### config.mk
export PLATFORM = sky130hd
export DESIGN_NAME = uart_tx_buffered
export DESIGN_NICKNAME = d
export VERILOG_FILES = /design/src/rtl/uart_tx_buffered.sv
export SDC_FILE = /design/constraint.sdc
export NUM_CORES = 1
export LEC_CHECK = 0
export ABC_AREA = 1
export BUFFER_PORTS_ARGS = -buffer_cell sky130_fd_sc_hd__buf_4
export CAP_MARGIN = 30
export CORE_MARGIN = 3
export CORE_UTILIZATION = 35
export DETAILED_ROUTE_END_ITERATION = 8
export SKIP_CTS_REPAIR_TIMING = 1
export SYNTH_ARGS = -nofsm -noshare
export SYNTH_HDL_FRONTEND = slang
export SYNTH_SLANG_ARGS = --single-unit
### constraint.sdc
create_clock -name clk -period 4.55 [get_ports clk]
set_input_delay 0.455 -clock clk [delete_from_list [all_inputs] [get_ports clk]]
set_output_delay 0.455 -clock clk [all_outputs]
set_load 0.05 [all_outputs]
### src/rtl/uart_tx_buffered.sv
// Buffered 8N1 UART transmitter: small byte FIFO feeding a back-to-back frame serialiser.
// Define UART_TX_PARITY_EN to insert an even-parity bit between the data bits and the stop bit.
module uart_tx_buffered #(
  parameter int unsigned CLK_DIV    = 87,
  parameter int unsigned FIFO_DEPTH = 4
) (
  input  logic       clk,
  input  logic       rst_n,
  input  logic       tx_enable,
  input  logic       tx_valid,
  input  logic [7:0] tx_data_in,
  output logic       tx_ready,
  output logic       txd,
  output logic       tx_busy
);

  localparam int unsigned AW = $clog2(FIFO_DEPTH);
  localparam int unsigned CW = $clog2(CLK_DIV);
  localparam logic [CW-1:0] RELOAD = CW'(CLK_DIV - 1);
  localparam logic [AW:0]   DEPTH  = (AW + 1)'(FIFO_DEPTH);

`ifdef UART_TX_PARITY_EN
  typedef enum logic [2:0] {IDLE = 3'd0, START = 3'd1, DATA = 3'd2, STOP = 3'd3, PARITY = 3'd4} state_t;
`else
  typedef enum logic [2:0] {IDLE = 3'd0, START = 3'd1, DATA = 3'd2, STOP = 3'd3} state_t;
`endif

  logic [7:0]    mem [FIFO_DEPTH];
  logic [AW-1:0] wr_ptr, rd_ptr;
  logic [AW:0]   count, count_next;
  logic [CW-1:0] baud;
  logic [2:0]    bit_cnt;
  logic [7:0]    shift;
  state_t        state;
  logic          push, pop, to_idle;

  // Readiness is judged on the count at the start of the cycle, so a full FIFO never takes a byte.
  assign tx_ready = tx_enable & (count < DEPTH);
  assign push     = tx_valid & tx_ready;

  always_comb begin
    pop     = 1'b0;
    to_idle = 1'b0;
    case (state)
      IDLE: begin
        if (count != '0) pop = 1'b1;
        else             to_idle = 1'b1;
      end
      STOP: begin
        if (baud == '0) begin
          if (count != '0) pop = 1'b1;
          else             to_idle = 1'b1;
        end
      end
      START, DATA: ;
`ifdef UART_TX_PARITY_EN
      PARITY: ;
`endif
      default: to_idle = 1'b1;
    endcase
  end

  always_comb begin
    case ({push, pop})
      2'b10:   count_next = count + (AW + 1)'(1);
      2'b01:   count_next = count - (AW + 1)'(1);
      default: count_next = count;
    endcase
  end

  always_ff @(posedge clk) begin
    if (push) mem[wr_ptr] <= tx_data_in;
  end

  always_ff @(posedge clk or negedge rst_n) begin
    if (!rst_n) begin
      wr_ptr <= '0;
      rd_ptr <= '0;
      count  <= '0;
    end else begin
      if (push) wr_ptr <= wr_ptr + AW'(1);
      if (pop)  rd_ptr <= rd_ptr + AW'(1);
      count <= count_next;
    end
  end

  always_ff @(posedge clk or negedge rst_n) begin
    if (!rst_n) begin
      state   <= IDLE;
      txd     <= 1'b1;
      tx_busy <= 1'b0;
      baud    <= '0;
      bit_cnt <= '0;
      shift   <= '0;
    end else begin
      // Busy tracks the post-edge state so it drops on the same edge the last stop bit ends.
      tx_busy <= !(to_idle && (count_next == '0));
      case (state)
        IDLE: begin
          if (pop) begin
            shift <= mem[rd_ptr];
            baud  <= RELOAD;
            txd   <= 1'b0;
            state <= START;
          end else begin
            txd <= 1'b1;
          end
        end
        START: begin
          if (baud == '0) begin
            baud    <= RELOAD;
            bit_cnt <= '0;
            txd     <= shift[0];
            state   <= DATA;
          end else begin
            baud <= baud - CW'(1);
          end
        end
        DATA: begin
          if (baud == '0) begin
            baud <= RELOAD;
            if (bit_cnt == 3'd7) begin
`ifdef UART_TX_PARITY_EN
              txd   <= ^shift;
              state <= PARITY;
`else
              txd   <= 1'b1;
              state <= STOP;
`endif
            end else begin
              bit_cnt <= bit_cnt + 3'd1;
              txd     <= shift[bit_cnt + 3'd1];
            end
          end else begin
            baud <= baud - CW'(1);
          end
        end
`ifdef UART_TX_PARITY_EN
        PARITY: begin
          if (baud == '0) begin
            baud  <= RELOAD;
            txd   <= 1'b1;
            state <= STOP;
          end else begin
            baud <= baud - CW'(1);
          end
        end
`endif
        STOP: begin
          if (baud == '0) begin
            // Chain straight into the next start bit when data is waiting: no idle cycle.
            if (pop) begin
              shift <= mem[rd_ptr];
              baud  <= RELOAD;
              txd   <= 1'b0;
              state <= START;
            end else begin
              txd   <= 1'b1;
              state <= IDLE;
            end
          end else begin
            baud <= baud - CW'(1);
          end
        end
        default: begin
          txd   <= 1'b1;
          state <= IDLE;
        end
      endcase
    end
  end

endmodule

==> results.yml <==
critical_path:
  r2r_slack_ps: 1860
  endpoint_kind: "register"
  crit_required_ps: 4760
  rr_startpoint: "baud[0]$_DFFE_PN0P_"
  crit_type: "register to register"
  cp_max_fo: 11
  endpoint: "count[2]$_DFF_PN0_"
  critPathArrivalTime_ps: 2900
  rr_worst_depth: 14
  start_kind: "register"
  crit_path_start: "baud[0]$_DFFE_PN0P_"
  reg2reg_to: "count[2]$_DFF_PN0_"
layout:
  mostFrequentLayoutCell: "nand2_1"
  final_net_count: 326
  fin_cells: 407
  finalCoreUtilization_pct: 42.38
  fill_cells: 774
  drive_gt1_share_pct: 14.10
  area.growth.synth_to_final_pct: 14.16
  multi_input_area_um2: 1086
  seqCellArea_um2: 1688
  diodes: 0
  mostFrequentLayoutCells: "nand2_1, edfxtp_1, inv_1"
placed_design:
  io_buffer_count: 14
  dp_cells: 391
  place_congestion: 0.8395
  hpwlAfterDp_um: 3630
clock_network:
  clock-sinks: 61
  cts_tree: "done"
  clk-insertion-delay-late_ps: 330
  cts-root-buf: "clkbuf_8"
  htreeDepth: 3
  cts-buffers-inserted: 9
  path_clk_slew_ps: 80
  ctsLongestPathBuffers: 2
sta:
  fmaxAchievable_mhz: 371.3
  final-setup-viol-count: 0
  finalMaxSlewViolations: 0
  worst_clock_skew_ps: 9.707
  max_slew_margin_pct: 46.97
  final.period_utilization_pct: 59.20
  hold_violations: 0
  hold_slack_ps: 37.22
  tns_ps: 0
  rsz0062_at_grt: "no"
  worstMarginPinSlew_ps: 792.6
  min_period_ps: 2694
floorplanning:
  dieArea_um2: 9544
  start_util_pct: 37.12
  core_area_um2: 7928
  ios: 15
  std_cell_rows: 32
  die_h_um: 97.70
  fp.dieW_um: 97.70
global_routing:
  grt_pass1_vias: 1851
  antenna_found_initial: 0
  grt_overflow: 0
  grt_max_degree: 30
  grt_pass1_wl_um: 8873
  track_usage_pct: 11.56
yosys:
  synthFlopType: "edfxtp_1"
  synth_compound_area_share_pct: 8.546
  synth_xor_area_share_pct: 2.381
  syn-num-nets: 307
  synthSimpleGateAreaFrac_pct: 17.05
  syn_area_um2: 2943
  synth_top_family_by_area: "simple AND/OR/NAND/NOR gates"
  yosysSeqAreaShare_pct: 57.36
  ys.warnings.count: 0
  yosysUniqueCellTypes: 37
  synthesis.area_per_instance_um2: 10.47
  ys_async_sr_fraction_pct: 47.54
  ys_ff_latch: 61
  synth_edf_count: 32
  synth_mux_area_share_pct: 2.721
  synthCells: 281
  synth_fa_ha_area_share_pct: 6.207
route:
  routedWlPerCell_um: 12.66
  first_pass_iters: 4
  drt_wl_total_um: 5154
  first_iter_violations: 70
  drcViolationCount: 0
  viasPerCell: 4.767
  num_vias: 1940
  drtAntennaViolNets: 0
pwr:
  powerDensity_nw_per_um2: 723.4
  p_leak_nw: 1.451
  ir_drop_mv: 0.2673
  p_total_w: 0.002430
job:
  drv_cap: 0
worst_hold_path:
  hold_path.class: "primary input to async pin"
status:
  status: "completed"
metrics by stage:
stage	worst slack [ps]	cell area, um^2
finish	1856	3359
global route	1591	3359
CTS	1850	3359
detailed placement	1869	3132
global placement	1943	3132
floorplan	2032	2943
layout make-up:
class	count	share of cell area (%)
Sequential cell	61	50.24
Multi-Input combinational cell	181	32.33
Inverter	33	3.724
Tap cell	102	3.799
Clock buffer	9	3.687
Timing Repair Buffer	14	3.128
Clock inverter	7	3.091
flip-flops by register name (all words and copies together), names as in the netlist:
| name | flops |
|---|---|
| mem | 32 |
| shift | 8 |
| baud | 7 |
| bit_cnt | 3 |
| count | 3 |
| rd_ptr | 2 |
| state | 2 |
| wr_ptr | 2 |
| tx_busy | 1 |
| txd | 1 |
power by group:
part	leakage (nW)	switching [W]	internal, W	total [W]
logic	0.694	0.000638	0.000370	0.00101
registers	0.642	0.000143	0.000735	0.000878
clock network	0.115	0.000228	0.000317	0.000545
worst max-delay path, stage by stage (launching register included):
cell and delay (ps):
dfrtp_1 410, inv_1 100, ha_1 150, inv_1 40
nor2_2 100, nand3_2 240, nand2_2 180, nand4_4 160
clkinv_2 190, ha_1 160, inv_1 60, fa_1 370
a21oi_1 140, o21ai_0 110, xor2_1 160
cell families (layout without fill, tap and decap cells):
group	count (synthesis)	after routing
simple gates	108	108
fa+ha+maj	14	14
xor+xnor	8	8
flops	61	61
buf+inv	39	63
mux	8	8
compound gates	43	43
cell usage after synthesis (2+ instances only):
cell type	number	area (um^2)
nand3b_1	2	15.01
a21oi_1	6	30.03
nand3_1	21	105.1
inv_1	30	112.6
o21ai_1	2	10.01
o22ai_1	8	50.05
buf_2	2	10.01
o211ai_1	3	22.52
dfrtp_1	28	700.7
nand4_1	3	18.77
nor2_2	3	18.77
edfxtp_1	32	960.9
xnor2_1	3	26.28
mux2i_1	8	80.08
nor2_1	23	86.33
xor2_1	5	43.79
o21ai_0	19	95.09
ha_1	13	162.7
nand2_1	49	183.9
a31oi_1	3	18.77
buf_6	2	22.52
worst min path at each step:
| stage | endpoint | from | cells after the start |
|---|---|---|---|
| finish | baud[4]$_DFFE_PN0P_ | rst_n | 1 |
| detailed placement | baud[4]$_DFFE_PN0P_ | rst_n | 1 |
| CTS | count[1]$_DFF_PN0_ | rst_n | 1 |
| global route | count[2]$_DFF_PN0_ | rst_n | 1 |
| global placement | baud[4]$_DFFE_PN0P_ | rst_n | 1 |
| floorplan | baud[0]$_DFFE_PN0P_ | rst_n | 0 |
metal layers:
| metal | vias to the layer above | track usage (%) | part of all wire, % |
|---|---|---|---|
| li1 | 1001 | - | - |
| met1 | 901 | 15.35 | 49 |
| met2 | 32 | 18.13 | 47 |
| met3 | 6 | 3.087 | 3.3 |
| met4 | 0 | 4.260 | 1.0 |
| met5 | - | 0 | 0 |
(Power assumes the default switching activity.)
